### config.mk
export PLATFORM = sky130hd
export DESIGN_NAME = fetch_pc_ctrl_flat
export DESIGN_NICKNAME = d
export VERILOG_FILES = /design/src/rtl/fetch_pc_ctrl_if.sv /design/src/rtl/fetch_pc_ctrl.sv /design/src/flat_wrapper.sv
export SDC_FILE = /design/constraint.sdc
export NUM_CORES = 1
export LEC_CHECK = 0
export CAP_MARGIN = 25
export CORE_AREA = 4 4 149 151
export DETAILED_ROUTE_END_ITERATION = 10
export DIE_AREA = 0 0 153 155
export GPL_TIMING_DRIVEN = 0
export PLACE_DENSITY = 0.64
export SLEW_MARGIN = 5
export SYNTH_ARGS = -nofsm -noshare
export SYNTH_HDL_FRONTEND = slang
export SYNTH_SLANG_ARGS = --single-unit
### constraint.sdc
create_clock -name cpu_clk -period 6.45 [get_ports cpu_clk]
set_input_delay 0.9675 -clock cpu_clk [delete_from_list [all_inputs] [get_ports cpu_clk]]
set_output_delay 0.9675 -clock cpu_clk [all_outputs]
set_load 0.05 [all_outputs]
### src/rtl/fetch_pc_ctrl_if.sv
// Fetch-side bundle for fetch_pc_ctrl: redirect input, instruction-memory
// port, and the IF/ID delivery slot. The master side is the sequencer.
interface fetch_pc_ctrl_if;
  logic        redir_valid;
  logic [31:0] redir_pc;
  logic        id_stall;
  logic        ifetch_req;
  logic [31:0] ifetch_addr;
  logic        ifetch_ack;
  logic [31:0] ifetch_data;
  logic        inst_valid;
  logic [31:0] inst;
  logic [31:0] inst_pc;
  logic        flush;
  logic        redirect_pending;

  modport master (
    input  redir_valid, redir_pc, id_stall, ifetch_ack, ifetch_data,
    output ifetch_req, ifetch_addr, inst_valid, inst, inst_pc, flush,
           redirect_pending
  );

  modport slave (
    output redir_valid, redir_pc, id_stall, ifetch_ack, ifetch_data,
    input  ifetch_req, ifetch_addr, inst_valid, inst, inst_pc, flush,
           redirect_pending
  );
endinterface

### src/rtl/fetch_pc_ctrl.sv
// Fetch sequencer: owns the PC, issues instruction-memory requests, orders
// redirects against in-flight fetches and feeds IF/ID through a skid slot.
module fetch_pc_ctrl #(
  parameter logic [31:0] RESET_PC = 32'h1C00_0000
) (
  input  logic            cpu_clk,
  input  logic            cpu_rst,
  fetch_pc_ctrl_if.master bus
);

  typedef enum logic [1:0] {
    BOOT  = 2'd0,
    FETCH = 2'd1,
    HOLD  = 2'd2
  } state_t;

  state_t      state, state_nxt;
  logic [31:0] pc, pc_nxt;
  logic        outstanding, outstanding_nxt;
  logic        inst_valid, inst_valid_nxt;
  logic [31:0] inst, inst_nxt;
  logic [31:0] inst_pc, inst_pc_nxt;
  logic        skid_v, skid_v_nxt;
  logic [31:0] skid_inst, skid_inst_nxt;
  logic [31:0] skid_pc, skid_pc_nxt;
  logic        pend_v, pend_v_nxt;
  logic [31:0] pend_pc, pend_pc_nxt;

  logic        req;
  logic        ack;
  logic        slot_free;
  logic [31:0] redir_aligned;

  assign redir_aligned = bus.redir_pc & ~32'h0000_0003;

  // Next-state and request decode; redirect outranks ack and HOLD release.
  always_comb begin
    state_nxt       = state;
    pc_nxt          = pc;
    outstanding_nxt = outstanding;
    inst_valid_nxt  = inst_valid;
    inst_nxt        = inst;
    inst_pc_nxt     = inst_pc;
    skid_v_nxt      = skid_v;
    skid_inst_nxt   = skid_inst;
    skid_pc_nxt     = skid_pc;
    pend_v_nxt      = pend_v;
    pend_pc_nxt     = pend_pc;
    req             = 1'b0;

    case (state)
      BOOT:    state_nxt = FETCH;
      FETCH:   req = outstanding | ~(inst_valid & bus.id_stall);
      HOLD:    req = 1'b0;
      default: state_nxt = BOOT;
    endcase

    ack       = req & bus.ifetch_ack;
    slot_free = ~inst_valid | ~bus.id_stall;

    if (inst_valid && !bus.id_stall) begin
      inst_valid_nxt = 1'b0;
    end
    if (state == FETCH) begin
      outstanding_nxt = req & ~ack;
    end

    if (bus.redir_valid) begin
      inst_valid_nxt = 1'b0;
      skid_v_nxt     = 1'b0;
      if (req && !ack) begin
        // The memory still owns ifetch_addr; park the target until its ack.
        pend_v_nxt  = 1'b1;
        pend_pc_nxt = redir_aligned;
      end else begin
        pc_nxt     = redir_aligned;
        pend_v_nxt = 1'b0;
        state_nxt  = FETCH;
      end
    end else if (ack) begin
      if (pend_v) begin
        pc_nxt     = pend_pc;
        pend_v_nxt = 1'b0;
      end else begin
        pc_nxt = pc + 32'd4;
        if (slot_free) begin
          inst_valid_nxt = 1'b1;
          inst_nxt       = bus.ifetch_data;
          inst_pc_nxt    = pc;
        end else begin
          skid_v_nxt    = 1'b1;
          skid_inst_nxt = bus.ifetch_data;
          skid_pc_nxt   = pc;
          state_nxt     = HOLD;
        end
      end
    end else if (state == HOLD && !bus.id_stall) begin
      inst_valid_nxt = 1'b1;
      inst_nxt       = skid_inst;
      inst_pc_nxt    = skid_pc;
      skid_v_nxt     = 1'b0;
      state_nxt      = FETCH;
    end
  end

  // State register.
  always_ff @(posedge cpu_clk) begin
    if (cpu_rst) begin
      state <= BOOT;
    end else begin
      state <= state_nxt;
    end
  end

  // Control and output slot; the slot contents are architecturally reset.
  always_ff @(posedge cpu_clk) begin
    if (cpu_rst) begin
      pc          <= RESET_PC;
      outstanding <= 1'b0;
      inst_valid  <= 1'b0;
      inst        <= 32'd0;
      inst_pc     <= 32'd0;
      skid_v      <= 1'b0;
      pend_v      <= 1'b0;
    end else begin
      pc          <= pc_nxt;
      outstanding <= outstanding_nxt;
      inst_valid  <= inst_valid_nxt;
      inst        <= inst_nxt;
      inst_pc     <= inst_pc_nxt;
      skid_v      <= skid_v_nxt;
      pend_v      <= pend_v_nxt;
    end
  end

  // Payload qualified by skid_v / pend_v.
  always_ff @(posedge cpu_clk) begin
    skid_inst <= skid_inst_nxt;
    skid_pc   <= skid_pc_nxt;
    pend_pc   <= pend_pc_nxt;
  end

  assign bus.ifetch_req       = req;
  assign bus.ifetch_addr      = pc;
  assign bus.inst_valid       = inst_valid;
  assign bus.inst             = inst;
  assign bus.inst_pc          = inst_pc;
  assign bus.flush            = bus.redir_valid;
  assign bus.redirect_pending = pend_v;

endmodule

### src/flat_wrapper.sv
// flat-port wrapper written by rule: the top's interface ports become plain ports
module fetch_pc_ctrl_flat 
#(
  parameter logic [31:0] RESET_PC = 32'h1C00_0000
)
  (cpu_clk, cpu_rst, bus_redir_valid, bus_redir_pc, bus_id_stall, bus_ifetch_ack, bus_ifetch_data, bus_ifetch_req, bus_ifetch_addr, bus_inst_valid, bus_inst, bus_inst_pc, bus_flush, bus_redirect_pending);
  fetch_pc_ctrl_if bus_i ();
  input  logic cpu_clk;
  input  logic cpu_rst;
  input wire logic [$bits(bus_i.redir_valid)-1:0] bus_redir_valid;
  input wire logic [$bits(bus_i.redir_pc)-1:0] bus_redir_pc;
  input wire logic [$bits(bus_i.id_stall)-1:0] bus_id_stall;
  input wire logic [$bits(bus_i.ifetch_ack)-1:0] bus_ifetch_ack;
  input wire logic [$bits(bus_i.ifetch_data)-1:0] bus_ifetch_data;
  output wire logic [$bits(bus_i.ifetch_req)-1:0] bus_ifetch_req;
  output wire logic [$bits(bus_i.ifetch_addr)-1:0] bus_ifetch_addr;
  output wire logic [$bits(bus_i.inst_valid)-1:0] bus_inst_valid;
  output wire logic [$bits(bus_i.inst)-1:0] bus_inst;
  output wire logic [$bits(bus_i.inst_pc)-1:0] bus_inst_pc;
  output wire logic [$bits(bus_i.flush)-1:0] bus_flush;
  output wire logic [$bits(bus_i.redirect_pending)-1:0] bus_redirect_pending;
  assign bus_i.redir_valid = bus_redir_valid;
  assign bus_i.redir_pc = bus_redir_pc;
  assign bus_i.id_stall = bus_id_stall;
  assign bus_i.ifetch_ack = bus_ifetch_ack;
  assign bus_i.ifetch_data = bus_ifetch_data;
  assign bus_ifetch_req = bus_i.ifetch_req;
  assign bus_ifetch_addr = bus_i.ifetch_addr;
  assign bus_inst_valid = bus_i.inst_valid;
  assign bus_inst = bus_i.inst;
  assign bus_inst_pc = bus_i.inst_pc;
  assign bus_flush = bus_i.flush;
  assign bus_redirect_pending = bus_i.redirect_pending;
  fetch_pc_ctrl #(.RESET_PC(RESET_PC)) u_core (.cpu_clk(cpu_clk), .cpu_rst(cpu_rst), .bus(bus_i));
endmodule
==> reports/metrics.yaml <==
status: "complete, no violations"
finalSetupViolCount: 0
avgViaCountPerCell: 5.48
crit_type: "in2out"
synth_seq_cells: 189
rsz0062_at_grt: "no"
max-cap-violations: 0
antenna_found_initial: 0
final_util: 0.519
slew_headroom: 0.378
track_usage: 0.198
h-tree-depth: 4
io_pins: 169
grt_pass1_vias: 6396
r2r_slack_ns: 3.94
final_common_cell: "clkdlybuf4s50_1"
p_sw_w: 0.000796
dieArea_mm2: 0.0237
drive_gt1_frac: 0.0882
r2r_end: "u_core.bus.ifetch_addr[20]$_SDFFE_PP0P_"
syn_avg_cell_area_um2: 11.1
firstDrtPassIters: 5
syn2layout_area_growth_pct: 32.1
clock_path_buffers: 2
post_cts_buffers: 0
clockRootBuffer: "clkbuf_16"
drv_slew: 0
cts_buffers: 17
ys_seq_area_frac: 0.575
worstSetupEndpointType: "output port"
synth-edff-count: 92
fmax_mhz: 280
postSynth.asyncResetShare: 0
insertedDiodeCount: 0
endpoint: "bus_ifetch_req"
rr_worst_depth: 7
cts_resized: 0
synthDistinctLibCells: 64
p_per_area_mw_per_mm2: 261
clk_latency_ns: 0.43
fp.coreArea_mm2: 0.0208
cts.sinks: 189
internal_power_w: 0.00203
layout_common_cells: "162 x clkdlybuf4s50_1, 97 x dfxtp_1, 92 x edfxtp_1"
start_util: 0.393
worst_ep_arrival_time_ns: 2.60
syn_area_mm2: 0.00818
power_frac_seq: 0.480
setup.worst_path.start: "bus_id_stall"
post-route-drc-count: 0
detail_route.wl_per_cell_um: 19.6
switching_share: 0.282
rows: 53
postRouteAntennaNets: 0
ctsHoldBuffers: 0
min_path_type: "reg2reg"
ys.flop_type: "dfxtp_1"
dp_hpwl_mm: 17.2
power.total_w: 0.00282
finalHoldViolCount: 0
peakVddDrop_v: 0.000184
min_path_cells: 0
min_period_ns: 3.57
p_leak_nw: 3.92
worst_slew_pin_slew_ns: 0.925
route.vias.total: 6664
comb_power_share: 0.167
startpoint_type: "primary input"
synth_cells: 739
num-nets-final: 998
grt-ovfl-total: 0
finalCritPeriodShare: 0.553
worstPathMaxFanout: 4
cts_tree: "built"
fillers: 1881
ys_warn_count: 0
drtIter0Drc: 503
die_h_um: 155
required_ns: 5.48
port_buffers: 162
finalClockSkew_ns: 0.0142
grt_pass1_wl_mm: 36.9
r2r_start: "u_core.bus.ifetch_addr[2]$_SDFFE_PP0P_"
grt_max_degree: 31
pwr-share-clk: 0.353
gp_congestion: 0.932
path_clk_slew_ns: 0.06
drt_wl_total_mm: 23.8
dieWidth_um: 153
## routing by layer
layer | vias up | track usage | part of all wire
li1 | 3165 | - | -
met1 | 3168 | 0.272 | 0.45
met2 | 286 | 0.313 | 0.46
met3 | 45 | 0.0412 | 0.071
met4 | 0 | 0.0666 | 0.021
met5 | - | 0 | 0
## metrics by stage
| stage | worst slack, ns | cell area [um^2] | cells | TNS (ns) | hold WS (ns) |
|---|---|---|---|---|---|
| 3_3_place_gp | -0.561 | 10200 | 1179 | -34.60 | 0.437 |
| 3_5_place_dp | 2.59 | 10300 | 1184 | 0 | 0.447 |
| 6_report | 2.88 | 10800 | 1216 | 0 | 0.465 |
| 5_1_grt | 2.81 | 10800 | 1216 | 0 | 0.479 |
| 2_1_floorplan | 1.72 | 8190 | 742 | 0 | 0.480 |
| 4_1_cts | 2.89 | 10800 | 1216 | 0 | 0.463 |
## logic make-up (layout without fill, tap and decap cells)
family | after synthesis | in the layout | synth area share
AO/OA/AOI/OAI | 183 | 183 | 0.159
buffers and inverters | 76 | 275 | 0.0419
AND/OR/NAND/NOR | 213 | 213 | 0.131
XOR/XNOR | 10 | 10 | 0.0107
multiplexers | 66 | 66 | 0.0807
flip-flops | 189 | 189 | 0.575
adder cells (fa/ha/maj) | 1 | 1 | 0.00153
other | 1 | 4 | 0.000458
## worst min-delay path by stage
stage	startpoint	to	slack (ns)
after floorplan	u_core.state[1]$_SDFF_PP0_	u_core.state[1]$_SDFF_PP0_	0.48
after global placement	u_core.bus.ifetch_addr[18]$_SDFFE_PP0P_	u_core.skid_pc[18]$_DFFE_PP_	0.44
after detailed placement	u_core.bus.ifetch_addr[18]$_SDFFE_PP0P_	u_core.skid_pc[18]$_DFFE_PP_	0.45
after CTS	u_core.bus.ifetch_addr[18]$_SDFFE_PP0P_	u_core.skid_pc[18]$_DFFE_PP_	0.46
after global routing	u_core.bus.ifetch_addr[18]$_SDFFE_PP0P_	u_core.skid_pc[18]$_DFFE_PP_	0.48
final	u_core.bus.ifetch_addr[18]$_SDFFE_PP0P_	u_core.skid_pc[18]$_DFFE_PP_	0.46
## power by group through the flow
stage / clock network [W] / logic, W / registers [W]
floorplan: 0 / 0.000165 / 0.00149
global placement: 0 / 0.000467 / 0.00138
detailed placement: 0 / 0.000471 / 0.00138
CTS: 0.00102 / 0.000473 / 0.00135
global route: 0.00107 / 0.000499 / 0.00136
finish: 0.000997 / 0.000472 / 0.00135
## final cells by class
cell class                      count  area, um^2  share of cell area
Sequential cell                   189        4700               0.435
Multi-Input combinational cell    477        3160               0.292
Buffer                             65         302              0.0279
Clock buffer                       23         499              0.0462
Clock inverter                      9        57.6             0.00532
Timing Repair Buffer              167        1700               0.158
Tap cell                          275         344              0.0318
Inverter                           11        41.3             0.00382
## synth_stat cells, drive strengths merged (7+ instances only)
master	n	area [um^2]
a211oi	80	601
a21oi	28	144
a31oi	9	56.3
and4	7	61.3
buf	41	210
clkbuf	24	91.3
dfxtp	97	1940
edfxtp	92	2760
inv	11	41.3
mux2i	66	661
nand2	33	126
nand2b	11	68.8
nand3	16	85.1
nand4	11	75.1
nor2	90	338
nor3	7	35.0
nor4	9	71.3
o211ai	10	75.1
o21ai	18	90.1
## registers in the layout, indices dropped and copies added, names as in the netlist
register                     count
u_core.skid_inst                32
u_core.state                     2
u_core.outstanding               1
u_core.bus.redirect_pending      1
u_core.pend_pc                  30
u_core.skid_pc                  30
u_core.bus.inst                 32
u_core.bus.ifetch_addr          30
u_core.bus.inst_valid            1
u_core.bus.inst_pc              30
## critical path, stage by stage
cell             delay, ns
clkdlybuf4s50_1       0.47
nand3b_1              0.17
nand2_1               0.10
inv_1                 0.06
clkdlybuf4s50_1       0.82
Power figures use the tool's default switching activity.
